`config.mk`:
```
export PLATFORM = sky130hd
export DESIGN_NAME = i2c_master_ctrl
export DESIGN_NICKNAME = d
export VERILOG_FILES = /design/src/rtl/i2c_master_ctrl.sv
export SDC_FILE = /design/constraint.sdc
export NUM_CORES = 1
export LEC_CHECK = 0
export CAP_MARGIN = 30
export CORE_MARGIN = 3
export CORE_UTILIZATION = 45
export CTS_BUF_LIST = sky130_fd_sc_hd__clkbuf_4 sky130_fd_sc_hd__clkbuf_8
export CTS_CLUSTER_DIAMETER = 30
export DETAILED_ROUTE_END_ITERATION = 12
export HOLD_SLACK_MARGIN = 0.15
export PLACE_DENSITY_LB_ADDON = 0.15
export SETUP_SLACK_MARGIN = 0.5
export SYNTH_ARGS = -nofsm -noshare
export SYNTH_HDL_FRONTEND = slang
export SYNTH_SLANG_ARGS = --single-unit
```
`constraint.sdc`:
```
create_clock -name clk -period 1.9 [get_ports clk]
set_input_delay 0.38 -clock clk [delete_from_list [all_inputs] [get_ports clk]]
set_output_delay 0.38 -clock clk [all_outputs]
set_load 0.1 [all_outputs]
```
`src/rtl/i2c_master_ctrl.sv`:
```
// i2c_master_ctrl: I2C master for one register write (START, dev+W, reg, data, STOP).
// Define I2C_MASTER_CLOCK_STRETCH_EN to let a slave stretch SCL in the high phase.
module i2c_master_ctrl #(
  parameter int CLK_DIV = 4
) (
  input  logic       clk,
  input  logic       rst,
  input  logic       cmd_valid,
  output logic       cmd_ready,
  input  logic [6:0] cmd_dev_addr,
  input  logic [7:0] cmd_reg_addr,
  input  logic [7:0] cmd_data,
  output logic       busy,
  output logic       done,
  output logic       nack,
  output logic [1:0] nack_stage,
  output logic       scl_oe,
  output logic       sda_oe,
  input  logic       scl_in,
  input  logic       sda_in
);
  typedef enum logic [3:0] {
    IDLE, START, ADDR, ACK_A, REG, ACK_R, DATA, ACK_D, STOP
  } state_t;

  localparam int CW = (CLK_DIV > 1) ? $clog2(CLK_DIV) : 1;

  state_t        state, state_n, cur;
  logic [CW-1:0] cnt, cnt_n;
  logic [1:0]    ph, ph_n;
  logic [2:0]    bitn, bitn_n;
  logic [6:0]    dev_q;
  logic [7:0]    reg_q, dat_q, cur_byte;
  logic          pend, hit, fin;
  logic [1:0]    pend_stage, hit_stage;
  logic          accept, run, tick, last, stall;

  assign cmd_ready = (state == IDLE);
  assign busy      = !cmd_ready;
  assign accept    = cmd_valid && cmd_ready;
  assign run       = (state != IDLE) || accept;
  // the accept cycle is the first clk of START phase S0
  assign cur       = (state == IDLE) ? START : state;
  assign tick      = (cnt == CW'(CLK_DIV - 1));
  assign last      = (cur == START) ? ph[0] : (ph == 2'd3);

`ifdef I2C_MASTER_CLOCK_STRETCH_EN
  assign stall = (ph == 2'd2) && !scl_in &&
                 (state inside {ADDR, ACK_A, REG, ACK_R, DATA, ACK_D, STOP});
`else
  logic unused_scl;
  assign stall      = 1'b0;
  assign unused_scl = scl_in;
`endif

  always_ff @(posedge clk) begin
    if (rst) begin
      state      <= IDLE;
      cnt        <= '0;
      ph         <= 2'd0;
      bitn       <= 3'd7;
      dev_q      <= '0;
      reg_q      <= '0;
      dat_q      <= '0;
      pend       <= 1'b0;
      pend_stage <= 2'd0;
      done       <= 1'b0;
      nack       <= 1'b0;
      nack_stage <= 2'd0;
    end else begin
      state <= state_n;
      cnt   <= cnt_n;
      ph    <= ph_n;
      bitn  <= bitn_n;
      done  <= fin;
      if (accept) begin
        dev_q <= cmd_dev_addr;
        reg_q <= cmd_reg_addr;
        dat_q <= cmd_data;
        pend  <= 1'b0;
      end
      if (hit) begin
        pend       <= 1'b1;
        pend_stage <= hit_stage;
      end
      if (fin) begin
        nack       <= pend;
        nack_stage <= pend_stage;
      end
    end
  end

  always_comb begin
    state_n   = state;
    cnt_n     = cnt;
    ph_n      = ph;
    bitn_n    = bitn;
    fin       = 1'b0;
    hit       = 1'b0;
    hit_stage = 2'd0;
    if (run && !stall) begin
      state_n = cur;
      if (!tick) begin
        cnt_n = cnt + CW'(1);
      end else begin
        cnt_n = '0;
        ph_n  = ph + 2'd1;
        if (last) begin
          ph_n = 2'd0;
          unique case (cur)
            START: state_n = ADDR;
            ADDR, REG, DATA: begin
              // bitn wraps 0 -> 7, ready for the next byte
              bitn_n = bitn - 3'd1;
              if (bitn == 3'd0) begin
                state_n = (cur == ADDR) ? ACK_A :
                          (cur == REG)  ? ACK_R : ACK_D;
              end
            end
            ACK_A: begin
              state_n = sda_in ? STOP : REG;
              hit     = sda_in;
            end
            ACK_R: begin
              state_n   = sda_in ? STOP : DATA;
              hit       = sda_in;
              hit_stage = 2'd1;
            end
            ACK_D: begin
              state_n   = STOP;
              hit       = sda_in;
              hit_stage = 2'd2;
            end
            STOP: begin
              state_n = IDLE;
              fin     = 1'b1;
            end
            default: state_n = IDLE;
          endcase
        end
      end
    end
  end

  always_comb begin
    unique case (1'b1)
      state == ADDR: cur_byte = {dev_q, 1'b0};
      state == REG:  cur_byte = reg_q;
      default:       cur_byte = dat_q;
    endcase
  end

  always_comb begin
    scl_oe = 1'b0;
    sda_oe = 1'b0;
    unique case (state)
      START: sda_oe = ph[0];
      ADDR, REG, DATA: begin
        scl_oe = !ph[1];
        sda_oe = !cur_byte[bitn];
      end
      ACK_A, ACK_R, ACK_D: scl_oe = !ph[1];
      STOP: begin
        scl_oe = !ph[1];
        sda_oe = (ph != 2'd3);
      end
      default: ;
    endcase
  end
endmodule

```
==> impl_metrics.py, run 1 <==
metrics = {
    "synth": {
        "syn_area_per_cell_um2": 8.25,
        "synth_seq_cells": 41,
        "synth-simple-area-share_pct": 26.8,
        "synth-edff-count": 0,
        "synth.distinct_cells": 49,
        "synth_fp_nets": 278,
        "synth_top_area_share_pct": 40.4,
        "synthMuxAreaShare_pct": 3.45,
        "synth_area_um2": 2030,
        "synth_compound_area_share_pct": 20.3,
        "synthAdderAreaFrac_pct": 2.47,
        "ys_seq_area_share_pct": 40.4,
        "netlist_top_cells_area": "dfxtp_1 40%, nand2_1 9.6%, a21oi_1 7.2%",
        "async_flop_share_pct": 0,
        "ys_warn_count": 0,
        "synth_top_family_by_area": "simple AND/OR/NAND/NOR gates",
        "synth_xor_area_share_pct": 0.863,
        "syn_inst": 246,
        "synth_flop_cell": "dfxtp_1",
        "yosys.area.top_type": "dfxtp_1",
    },
    "cells_and_area": {
        "n_antenna_cell": 0,
        "final_cell_mix": "36 x dfxtp_1, 31 x buf_4, 29 x nand2_1",
        "area_growth_pct": 64.6,
        "drive_gt1_share_pct": 42.6,
        "final_net_count": 348,
        "fin_util_pct": 80.1,
        "final_common_cell": "dfxtp_1",
        "multiInputGateArea_um2": 1450,
        "fill_cells": 255,
        "final_cells": 367,
        "register_area_um2": 832,
        "fin_area_um2": 3340,
    },
    "drt": {
        "drc": 0,
        "first_pass_iters": 4,
        "detail_route.wl_per_cell_um": 16.2,
        "drt-initial-drc-count": 153,
        "drtAntennaViolNets": 0,
        "vias": 2041,
        "viasPerCell": 5.56,
        "wl_mm": 5.95,
    },
    "power_and_ir_drop": {
        "p_leak_nw": 1.42,
        "finalPower_mw": 1.87,
        "p_per_area_nw_per_um2": 559,
        "ir_drop_mv": 0.409,
    },
    "worst_setup_path": {
        "crit_buf_inv": 3,
        "crit_path_end_kind": "output pin",
        "slowest_stage": "nor3_2",
        "path_cells": "buf_4 -> buf_4 -> nor3_2 -> a211oi_2 -> nor3_4 -> buf_12",
        "critPathTopFamily": "simple AND/OR/NAND/NOR gates",
        "regToRegSetupSlack_ns": -0.24,
        "slowest_delay_ns": 0.45,
        "cp-start-kind": "flop",
        "path_class": "reg -> out",
        "path_max_fanout": 8,
        "crit_path_frequent_cell": "buf_4",
        "critical_path_arrival_ns": 1.95,
        "required_ns": 1.52,
    },
    "global_route": {
        "first_global_vias": 1945,
        "grt_use_total_pct": 22.1,
        "grt_pass1_wl_mm": 9.16,
        "overflow": 0,
        "antenna_found_initial": 0,
        "grt_max_degree": 38,
    },
    "placed_design": {
        "placedCellCount": 337,
        "gp_congestion": 0.832,
        "dp.final_hpwl_mm": 3.30,
        "post-place-ws_ns": -0.184,
        "dpl_cell_area_um2": 2680,
        "port_buffers": 34,
    },
    "run_status": {
        "violations": "setup timing",
        "status": "finished with violations",
    },
    "sta": {
        "rsz0062_at_grt": "yes",
        "finClkSkew_ns": 0.00592,
        "period_needed_ns": 2.33,
        "max_slew_margin_pct": 67.0,
        "tightest_slew_ns": 0.492,
        "finalCritPeriodShare_pct": 123,
        "fmax_ghz": 0.430,
        "drv_slew": 0,
        "fin_ws_ns": -0.428,
        "final-hold-violation-count": 0,
        "finalSetupViolCount": 45,
    },
    "floorplan": {
        "std_cell_rows": 23,
        "die_h_um": 73.2,
        "start_util_pct": 48.6,
        "core_um2": 4170,
        "ios": 36,
        "dieArea_um2": 5350,
        "die_width_um": 73.2,
    },
    "clocking": {
        "clk_pin_slew_ns": 0.08,
        "insertion_delay_ns": 0.29,
        "clock_path_buffers": 2,
        "cts_tree": "built",
        "root_buffer": "clkbuf_8",
        "clkSinkCount": 41,
        "htree_levels": 2,
        "cts_buffers": 5,
    },
    "flow_run": {
        "maxCapViolCount": 0,
    },
    "hold_path": {
        "min_path_type": "reg -> reg",
    },
}
[worst register-to-register path: stages, from the launching register on]
cell and delay, ns:
dfxtp_4 0.37, buf_4 0.13, buf_6 0.12, or4_4 0.54, buf_8 0.16, buf_4 0.13, buf_6 0.12, o21ai_4 0.17
nor3_1 0.07, a22oi_1 0.15, nor2_1 0.06
[per-layer routing]
layer	routed length (um)	GRT usage, %	part of all wire, %	vias up
li1	-	-	-	1003
met1	2570	28.8	43	968
met2	2990	36.3	50	62
met3	337	4.68	5.7	8
met4	58	7.38	0.98	0
met5	0	0	0	-
[timing repair]
| action | 4_1_cts | 5_1_grt |
|---|---|---|
| pin swaps | 14 | 18 |
| buffers inserted | 15 | 4 |
| cloned | 3 | 0 |
| gates resized for setup | 31 | 58 |
| hold buffers | 0 | 0 |
| endpoints found under the setup margin | 45 | 45 |
[where the power goes]
part / total, mW / switching [mW] / internal (mW)
Clock: 0.593 / 0.299 / 0.294
Sequential: 0.924 / 0.0323 / 0.891
Combinational: 0.352 / 0.173 / 0.178
Total: 1.87 / 0.504 / 1.36
[worst paths after layout]
check / from / to / cells past startpoint
setup / recovery: state[3]$_SDFFE_PP0N_ / sda_oe / 6
setup reg to reg: state[2]$_SDFFE_PP0N_ / ph[1]$_SDFFE_PP0P_ / 10
hold / removal: reg_q[2]$_SDFFE_PP0P_ / reg_q[2]$_SDFFE_PP0P_ / 2
hold reg to reg: reg_q[2]$_SDFFE_PP0P_ / reg_q[2]$_SDFFE_PP0P_ / 2
[cell usage after synthesis (2+ instances only)]
library cell / number
a21oi_1: 29
a221oi_1: 4
a22o_1: 5
buf_2: 7
buf_4: 2
buf_6: 2
clkbuf_1: 5
dfxtp_1: 41
ha_1: 4
inv_1: 4
mux2i_1: 7
nand2_1: 52
nand2b_1: 5
nand3_1: 3
nor2_1: 17
nor2_2: 2
nor2b_1: 6
nor3_1: 6
nor3_2: 2
nor3b_1: 2
nor4b_4: 2
o2111ai_1: 2
o21a_1: 2
o21ai_0: 5
o21ai_2: 3
or2_2: 2
or4_1: 2
xnor2_1: 2
[layout make-up]
| cell class | instances | share of cell area, % |
|---|---|---|
| timing repair buffer | 80 | 26.1 |
| tap | 50 | 1.87 |
| clock inverter | 2 | 0.412 |
| inverter | 5 | 0.936 |
| sequential | 41 | 24.9 |
| multi-input combinational | 183 | 43.3 |
| clock buffer | 6 | 2.47 |
[flip-flops by register name, indices dropped and copies added, names as in the netlist]
name,flops
bitn,3
cnt,2
dat_q,8
dev_q,7
done,1
nack,1
nack_stage,2
pend,1
pend_stage,2
ph,2
reg_q,8
state,4
[stage by stage]
| stage | hold WS [ns] | setup TNS, ns |
|---|---|---|
| 5_1_grt | 0.481 | -8.74 |
| 4_1_cts | 0.459 | -2.67 |
| 6_report | 0.461 | -5.78 |
| 2_1_floorplan | 0.431 | -0.448 |
| 3_5_place_dp | 0.448 | -0.205 |
| 3_3_place_gp | 0.443 | -0.181 |
[kinds of logic (layout without fill, tap and decap cells)]
logic type,count (synthesis),count (layout)
and+or+nand+nor,107,107
AOI/OAI and AO/OA,63,63
DFF,41,41
buffers and inverters,22,93
muxes,7,7
adders and majority gates,4,4
xor gates and xnor gates,2,2
No activity file was read; power rests on OpenSTA's default activity.
==> run 2, diff against run 1 <==
--- a/config.mk
+++ b/config.mk
@@ -12,6 +12,7 @@
 export CTS_CLUSTER_DIAMETER = 30
 export DETAILED_ROUTE_END_ITERATION = 12
 export HOLD_SLACK_MARGIN = 0.15
+export MAX_ROUTING_LAYER = met4
 export PLACE_DENSITY_LB_ADDON = 0.15
 export SETUP_SLACK_MARGIN = 0.5
 export SYNTH_ARGS = -nofsm -noshare
==> run 2 against run 1 <==
  * The run still ends with setup timing left
  * Clock-buffer cell count unchanged
  * Hold slack hardly changed
  * Clock power barely moved
  * Routed wire length up 0.37%
  * Utilization unchanged
  * Via count decreased by 0.44%
  * Maximum frequency down 1.3%
  * Final cell count unchanged
  * Critical path depth is the same
  * Non-clock buffer count unchanged
  * Combinational power about the same
  * Power is essentially flat
==> impl_metrics.py, run 2 (synthesis results as in run 1) <==
metrics = {
    "cells_and_area": {
        "n_antenna_cell": 0,
        "final_common_cell": "dfxtp_1",
        "fill_cells": 255,
        "final_cell_mix": "36 x dfxtp_1, 31 x buf_4, 29 x nand2_1",
        "register_area_um2": 832,
        "multiInputGateArea_um2": 1450,
        "reg.largest.list": "dat_q: 8 flops, reg_q: 8 flops, dev_q: 7 flops",
        "fin_util_pct": 80.1,
        "area_growth_pct": 64.6,
        "fin_area_um2": 3340,
        "final_net_count": 348,
        "drive_gt1_share_pct": 42.6,
    },
    "power_and_ir_drop": {
        "p_leak_nw": 1.42,
        "ir_drop_mv": 0.407,
        "p_per_area_nw_per_um2": 559,
    },
    "global_route": {
        "antenna_found_initial": 0,
        "overflow": 0,
        "grt_use_total_pct": 22.8,
        "first_global_vias": 1948,
        "grt_busiest_layer": "met2",
        "grt_max_degree": 38,
        "use_met2_pct": 36.3,
        "met3_usage_pct": 4.68,
        "grt_util_met1_pct": 28.7,
        "grt_pass1_wl_mm": 9.14,
    },
    "clocking": {
        "clk_pin_slew_ns": 0.08,
        "cts_tree": "built",
        "clkSinkCount": 41,
        "clock_path_buffers": 2,
        "insertion_delay_ns": 0.29,
        "root_buffer": "clkbuf_8",
        "cts_buffers": 5,
        "htree_levels": 2,
        "ctsHoldBuffers": 0,
    },
    "floorplan": {
        "std_cell_rows": 23,
        "ios": 36,
        "core_um2": 4170,
        "dieArea_um2": 5350,
        "start_util_pct": 48.6,
        "die_h_um": 73.2,
        "die_width_um": 73.2,
    },
    "worst_setup_path": {
        "r2r_end": "ph[1]$_SDFFE_PP0P_",
        "crit_path_end_kind": "output pin",
        "critical_path_arrival_ns": 1.98,
        "path_max_fanout": 8,
        "cp-start-kind": "flop",
        "ff2ff_path_depth": 10,
        "regToRegSetupSlack_ns": -0.24,
        "path_class": "reg -> out",
        "rr_startpoint": "state[2]$_SDFFE_PP0N_",
        "required_ns": 1.52,
    },
    "flow_run": {
        "maxCapViolCount": 0,
    },
    "drt": {
        "viasPerCell": 5.54,
        "wl_mm": 5.97,
        "drt-initial-drc-count": 145,
        "detail_route.wl_per_cell_um": 16.3,
        "vias": 2032,
        "drc": 0,
        "first_pass_iters": 4,
        "drtAntennaViolNets": 0,
    },
    "hold_path": {
        "holdPathStages": 2,
        "hold_path_end": "reg_q[2]$_SDFFE_PP0P_",
        "min_path_type": "reg -> reg",
        "worstHoldStart": "reg_q[2]$_SDFFE_PP0P_",
    },
    "placed_design": {
        "gp_congestion": 0.845,
        "dpl_cell_area_um2": 2680,
        "post-place-ws_ns": -0.184,
        "port_buffers": 34,
        "dp.final_hpwl_mm": 3.30,
    },
    "sta": {
        "tightest_slew_ns": 0.520,
        "fin_ws_ns": -0.460,
        "finalSetupViolCount": 45,
        "period_needed_ns": 2.36,
        "finalCritPeriodShare_pct": 124,
        "fmax_ghz": 0.424,
        "drv_slew": 0,
        "final-hold-violation-count": 0,
        "finClkSkew_ns": 0.00656,
        "max_slew_margin_pct": 65.1,
        "rsz0062_at_grt": "yes",
    },
    "run_status": {
        "violations": "setup timing",
        "status": "finished with violations",
    },
}
run 2: cell counts in the layout (fill, tap and decap cells not counted):
No cell type changed its count.
run 2: routing by layer:
layer | vias to the layer above | wire length, um
li1 | 998 | -
met1 | 966 | 2610
met2 | 60 | 3000
met3 | 8 | 295
met4 | 0 | 57
met5 | - | 0
run 2: worst max path at each step:
stage | start | end | slack [ns] | cells after the start
after global routing | state[3]$_SDFFE_PP0N_ | sda_oe | -0.54 | 6
after floorplan | state[0]$_SDFFE_PP0N_ | sda_oe | -0.45 | 6
after global placement | state[3]$_SDFFE_PP0N_ | sda_oe | -0.18 | 6
final | state[3]$_SDFFE_PP0N_ | sda_oe | -0.46 | 6
after detailed placement | state[3]$_SDFFE_PP0N_ | sda_oe | -0.18 | 6
after CTS | state[3]$_SDFFE_PP0N_ | sda_oe | -0.42 | 6
run 2: worst max-delay path, stage by stage (launching register included):
cell and delay [ns]:
dfxtp_2 0.32, buf_4 0.16, buf_4 0.17, nor3_2 0.47
a211oi_2 0.17, nor3_4 0.19, buf_12 0.20
run 2: layout make-up:
| cell class | count | share of cell area [%] |
|---|---|---|
| Clock buffer | 6 | 2.47 |
| Multi-Input combinational cell | 183 | 43.3 |
| Sequential cell | 41 | 24.9 |
| Inverter | 5 | 0.936 |
| Timing Repair Buffer | 80 | 26.1 |
| Clock inverter | 2 | 0.412 |
| Tap cell | 50 | 1.87 |
run 2: per-stage QoR:
stage | std cells | TNS (ns) | total power [mW] | hold slack (ns)
final | 367 | -5.89 | 1.87 | 0.461
after global routing | 367 | -8.74 | 1.94 | 0.481
after CTS | 363 | -2.67 | 1.83 | 0.459
after detailed placement | 337 | -0.205 | 1.19 | 0.448
after global placement | 337 | -0.181 | 1.18 | 0.443
after floorplan | 246 | -0.448 | 1.08 | 0.431
run 2: where the power goes:
group	switching, mW	internal [mW]
clock	0.296	0.294
combinational	0.174	0.178
sequential	0.0321	0.891
run 2: what timing repair did:
action | CTS | global route
hold endpoints to repair | 0 | 0
pin swaps | 14 | 18
buffers inserted | 15 | 4
resized for setup | 31 | 58
cloned | 3 | 0
setup endpoints to repair | 45 | 45
